[src/rtl/bonus_ship_path.sv]
// rtl/bonus_ship_path.sv - bonus ship that flies in, turns and dwells at a random destination, then exits
// Fixed-point X/Y position; states IDLE -> MOVE <-> DWELL -> EXIT, killed by hit from any live state.
module bonus_ship_path #(
   parameter int INITIAL_Y    = 64,
   parameter int X_SPEED      = 40,
   parameter int FRAC_BITS    = 6,
   parameter int NUM_TURNS    = 2,
   parameter int DWELL_FRAMES = 90,
   parameter int START_LEFT   = 1,
   parameter int Y_STEP       = 0,
   parameter int SCREEN_W     = 640,
   parameter int OBJ_W        = 64,
   parameter int MIN_DEST     = 450,
   parameter int SPAWN_Y_MIN  = 100
) (
   input  logic               clk,
   input  logic               resetN,
   input  logic               startOfFrame,
   input  logic               playGame,
   input  logic               hit,
   input  logic signed [10:0] alienMatrixYPosition,
   input  logic [9:0]         randX,
   output logic signed [10:0] topLeftX,
   output logic signed [10:0] topLeftY,
   output logic               alive,
   output logic               destroyed,
   output logic               escaped,
   output logic [3:0]         turnsLeft
);

   localparam int W = 11 + FRAC_BITS;
   localparam logic signed [W-1:0] X_LEFT_SPAWN  = W'(-OBJ_W * (1 << FRAC_BITS));
   localparam logic signed [W-1:0] X_RIGHT_SPAWN = W'(SCREEN_W * (1 << FRAC_BITS));
   localparam logic signed [W-1:0] Y_SPAWN       = W'(INITIAL_Y * (1 << FRAC_BITS));
   localparam logic signed [W-1:0] X_STEP        = W'(X_SPEED);
   localparam logic signed [W-1:0] Y_INC         = W'(Y_STEP * (1 << FRAC_BITS));
   localparam logic signed [10:0]  SCR_W         = 11'(SCREEN_W);
   localparam logic signed [10:0]  X_OFF_LEFT    = 11'(-OBJ_W);
   localparam logic signed [10:0]  Y_MIN         = 11'(SPAWN_Y_MIN);
   localparam logic [9:0]          DEST_MAX      = 10'(SCREEN_W - OBJ_W);
   localparam logic [9:0]          MIN_D         = 10'(MIN_DEST);
   localparam logic [9:0]          DWELL_V       = 10'(DWELL_FRAMES);
   localparam logic [3:0]          TURNS_V       = 4'(NUM_TURNS);
   localparam logic                START_RIGHT   = (START_LEFT != 0);

   typedef enum logic [1:0] {IDLE, MOVE, DWELL, EXIT} state_t;

   state_t                state, state_n;
   logic signed [W-1:0]   x_fp, x_fp_n, y_fp, y_fp_n, x_step;
   logic signed [10:0]    x_step_int, target;
   logic                  dir_right, dir_right_n;
   logic [9:0]            dest, dest_n, last_dest, last_dest_n, dwell_cnt, dwell_cnt_n;
   logic [3:0]            turns_n;
   logic                  destroyed_n, escaped_n;

   always_comb begin
      x_step      = dir_right ? x_fp + X_STEP : x_fp - X_STEP;
      x_step_int  = 11'(x_step >>> FRAC_BITS);
      target      = dir_right ? signed'({1'b0, dest}) : SCR_W - signed'({1'b0, dest});
      state_n     = state;
      x_fp_n      = x_fp;
      y_fp_n      = y_fp;
      dir_right_n = dir_right;
      dest_n      = dest;
      last_dest_n = last_dest;
      dwell_cnt_n = dwell_cnt;
      turns_n     = turnsLeft;
      destroyed_n = 1'b0;
      escaped_n   = 1'b0;
      case (state)
         IDLE: begin
            if (playGame && alienMatrixYPosition > Y_MIN && randX >= MIN_D && randX != last_dest) begin
               state_n     = MOVE;
               dest_n      = (randX > DEST_MAX) ? DEST_MAX : randX;
               last_dest_n = randX;
               x_fp_n      = START_RIGHT ? X_LEFT_SPAWN : X_RIGHT_SPAWN;
               y_fp_n      = Y_SPAWN;
               turns_n     = TURNS_V;
               dir_right_n = START_RIGHT;
            end
         end
         MOVE: begin
            if (startOfFrame) begin
               if (dir_right ? (x_step_int >= target) : (x_step_int <= target)) begin
                  x_fp_n      = W'(target) <<< FRAC_BITS;
                  y_fp_n      = y_fp + Y_INC;
                  turns_n     = turnsLeft - 4'd1;
                  dwell_cnt_n = DWELL_V;
                  state_n     = DWELL;
               end else begin
                  x_fp_n = x_step;
               end
            end
         end
         DWELL: begin
            if (startOfFrame) begin
               dwell_cnt_n = dwell_cnt - 10'd1;
               if (dwell_cnt == 10'd1) begin
                  dir_right_n = !dir_right;
                  state_n     = (turnsLeft != 4'd0) ? MOVE : EXIT;
               end
            end
         end
         EXIT: begin
            if (startOfFrame) begin
               x_fp_n = x_step;
               if (dir_right ? (x_step_int >= SCR_W) : (x_step_int <= X_OFF_LEFT)) begin
                  state_n   = IDLE;
                  escaped_n = 1'b1;
               end
            end
         end
         default: state_n = IDLE;
      endcase
      // A kill freezes the ship where it is and overrides any same-cycle move, turn or escape.
      if (hit && state != IDLE) begin
         state_n     = IDLE;
         destroyed_n = 1'b1;
         escaped_n   = 1'b0;
         x_fp_n      = x_fp;
         y_fp_n      = y_fp;
         dir_right_n = dir_right;
         dwell_cnt_n = dwell_cnt;
         turns_n     = turnsLeft;
      end
   end

   always_ff @(posedge clk) begin
      if (resetN || !playGame) begin
         state     <= IDLE;
         x_fp      <= X_LEFT_SPAWN;
         y_fp      <= Y_SPAWN;
         dir_right <= START_RIGHT;
         dest      <= 10'd0;
         last_dest <= 10'd0;
         dwell_cnt <= 10'd0;
         turnsLeft <= 4'd0;
         destroyed <= 1'b0;
         escaped   <= 1'b0;
      end else begin
         state     <= state_n;
         x_fp      <= x_fp_n;
         y_fp      <= y_fp_n;
         dir_right <= dir_right_n;
         dest      <= dest_n;
         last_dest <= last_dest_n;
         dwell_cnt <= dwell_cnt_n;
         turnsLeft <= turns_n;
         destroyed <= destroyed_n;
         escaped   <= escaped_n;
      end
   end

   assign topLeftX = 11'(x_fp >>> FRAC_BITS);
   assign topLeftY = 11'(y_fp >>> FRAC_BITS);
   assign alive    = (state != IDLE);

endmodule

[config.mk]
export PLATFORM = sky130hd
export DESIGN_NAME = bonus_ship_path
export DESIGN_NICKNAME = d
export VERILOG_FILES = /design/src/rtl/bonus_ship_path.sv
export SDC_FILE = /design/constraint.sdc
export NUM_CORES = 1
export LEC_CHECK = 0
export CORE_UTILIZATION = 51
export DETAILED_ROUTE_END_ITERATION = 6
export PLACE_DENSITY = 0.75
export SLEW_MARGIN = 20
export SYNTH_ARGS = -nofsm -noshare
export SYNTH_HDL_FRONTEND = slang
export SYNTH_SLANG_ARGS = --single-unit
[constraint.sdc]
create_clock -name clk -period 4.9 [get_ports clk]
set_clock_uncertainty 0.15 [all_clocks]
set_input_delay 1.47 -clock clk [delete_from_list [all_inputs] [get_ports clk]]
set_output_delay 1.47 -clock clk [all_outputs]
set_load 0.02 [all_outputs]
==> metrics.cfg <==
[run_status]
status=finished, final reports clean

[synth]
yosysWarnings=0
ys_types=72
synth_area_leaders=dfxtp_1 27%, ha_1 8.3%, a21oi_1 6.4%
synth_common_cells=55 x nand2_1, 53 x dfxtp_1, 50 x a21oi_1, 26 x ha_1, 26 x nor2_1
synth_adder_area_share_pct=8.77
seq_area_frac_synth_pct=26.9
async_flop_share_pct=0
synth.mux.area_fraction_pct=2.89
ys_seq_elements=53
synth-simple-area-share_pct=21.2
syn-cell-area_sq_um=3940
yosysMostFrequentCell=nand2_1
synth_top_area_cell=dfxtp_1
synth-edff-count=0
synthXorXnorAreaFrac_pct=7.09
synth-compound-area-share_pct=24.9
synthFlopType=dfxtp_1
synth_top_family_by_area=compound AO/OA/AOI/OAI gates
synth_top_area_share_pct=26.9
syn_inst=494
synth_area_per_cell_sq_um=7.97

[timing]
grt_setup_unrepaired=true
period_needed_ns=4.58
drv_slew=0
tightestPinTransition_ns=0.707
slew_headroom_pct=52.8
hold_viol=0
fmax_mhz=218
setup_violations=0
min_period_over_period_pct=93.5

[die]
die_h_um=89.9
die-area_sq_um=8080
chipWidth_um=89.9
core-area_sq_um=7370
ios=55
row_count=31
start_util_pct=53.4

[detailed_routing]
firstDrtPassIters=4
drt-initial-drc-count=258
drtAntennaViolNets=0
post_drt_wl_per_cell_um=15.0
drc=0
wl_mm=9.33
vias_per_cell=5.88
vias=3650

[place]
post-dp-hpwl_mm=7.11
gp_congestion=0.925
portBuffers=43
placed_cells=612

[clocking]
htreeDepth=2
cts_setup_buffers=0
postCtsHoldBufs=0
clk_pin_slew_ns=0.10
root_buffer=clkbuf_8
cts-resized-gates=0
cts_tree=built
clock_latency_ns=0.32
clock_path_buffers=2
numCtsBuffers=5
cts.sinks=53

[critical_path]
cp_max_fo=9
cp.arrival_ns=4.69
max_stage_delay_ns=0.45
cp_data_required_time_ns=5.01
reg2reg_slack_ns=0.32
critPathCapture=turnsLeft[3]
end_kind=register
cp-startpoint=dir_right
worstReg2RegEnd=turnsLeft[3]
path_class=register to register
reg2reg_depth=16
worstSetupStartpointType=register
cp_cell_sequence=inv_1 > ha_1 > a21o_1 > a22oi_1 > o211ai_1 > and3_4 > a311o_1 > ha_1 > xor2_1 > or2_2 > nor3_1 > nor3_1 > nand2_2 > o211ai_2 > a2111oi_2 > mux2i_1
worst_path_max_delay_cell=a2111oi_2
r2r-start=dir_right

[layout]
drive_gt1_share_pct=5.94
fillers=691
n_antenna_cell=0
final_cells=621
fin_util_pct=60.4
areaGrowthSynthToFinish_pct=13.0
fin_nets=574

[global_route]
grt-ovfl-total=0
antenna_found_initial=0
grt_first_pass_wirelength_mm=16.0
grt_usage_pct=23.8
grt_max_degree=40
grt_pass1_vias=3506

[power_and_ir_drop]
power_mw=0.814
p_per_area_nw_per_um2=183
vdd_ir_drop_max_mv=0.109
p_leak_nw=1.77

[job]
cap_violations=0

[worst_hold_path]
hp-class=register to register

-- worst min-delay path by stage --
| stage | start | cells past startpoint | slack, ns | end |
|---|---|---|---|---|
| finish | last_dest[1] | 2 | 0.32 | last_dest[1] |
| global route | last_dest[0] | 2 | 0.35 | last_dest[0] |
| CTS | last_dest[0] | 2 | 0.33 | last_dest[0] |
| detailed placement | last_dest[0] | 2 | 0.31 | last_dest[0] |
| global placement | last_dest[8] | 2 | 0.31 | last_dest[8] |
| floorplan | x_fp[5] | 2 | 0.29 | x_fp[5] |
-- layout by cell type, fill, tap and decap left out, drive strengths merged, types with 7 or more instances in the layout --
master / netlist / layout
inv: 19 / 20
nor3: 18 / 18
a31oi: 8 / 8
dfxtp: 53 / 53
nor4: 7 / 7
nand3: 14 / 14
ha: 26 / 26
o21ai: 21 / 21
nand2b: 7 / 7
a21o: 8 / 8
nand4: 7 / 7
buf: 26 / 8
xnor2: 21 / 21
nor2: 26 / 26
conb: 2 / 11
clkdlybuf4s50: 0 / 43
o21a: 11 / 11
nand2: 56 / 56
mux2i: 11 / 11
xor2: 10 / 10
a21oi: 50 / 50
-- registers in the layout (all words and copies together), names as in the netlist --
name       flops
state          2
dest          10
turnsLeft      4
dir_right      1
dwell_cnt     10
last_dest     10
x_fp          14
destroyed      1
escaped        1
-- power by group --
part | total, mW | internal (mW) | switching (mW) | leakage, nW
clock network | 0.259 | 0.103 | 0.156 | 0.0447
registers | 0.440 | 0.435 | 0.00481 | 0.428
logic | 0.115 | 0.0501 | 0.0650 | 1.30
total | 0.814 | 0.588 | 0.226 | 1.77
-- logic make-up after synthesis --
family	after synthesis
adder cells (fa/ha/maj)	27
other	2
AO/OA/AOI/OAI	143
flip-flops	53
XOR/XNOR	31
multiplexers	11
AND/OR/NAND/NOR	168
buffers and inverters	59
-- layout make-up --
class / instances / area (sq um) / share of cell area, %
Multi-Input combinational cell: 391 / 2600 / 58.4
Sequential cell: 53 / 1060 / 23.8
Timing Repair Buffer: 51 / 503 / 11.3
Tap cell: 99 / 124 / 2.78
Inverter: 19 / 71.3 / 1.60
Clock buffer: 5 / 68.8 / 1.55
Clock inverter: 3 / 25.0 / 0.562
-- per-stage QoR --
step                      cell area [sq um]  hold WS [ns]  setup WS, ns  setup TNS, ns
after CTS                              4430         0.327         0.323              0
after detailed placement               4340         0.312         0.335              0
after floorplan                        3970         0.291         0.530              0
after global placement                 4340         0.305         0.467              0
after global routing                   4450         0.345       -0.0367         -0.122
final                                  4450         0.322         0.318              0
-- routing by layer --
metal | part of all wire [%] | track usage [%] | up-vias
li1 | - | - | 1823
met1 | 46 | 30.8 | 1713
met2 | 49 | 41.4 | 103
met3 | 4.5 | 3.38 | 11
met4 | 1.3 | 6.59 | 0
met5 | 0 | 0 | -
-- critical path: cells and delay by family, from the launching register on --
kind	cells	cell delay (ns)
AO/OA/AOI/OAI	6	1.68
XOR/XNOR	1	0.19
adder cells (fa/ha/maj)	2	0.72
buffers and inverters	1	0.24
flip-flops	1	0.32
multiplexers	1	0.22
AND/OR/NAND/NOR	5	1.00
Power figures use the tool's default switching activity.
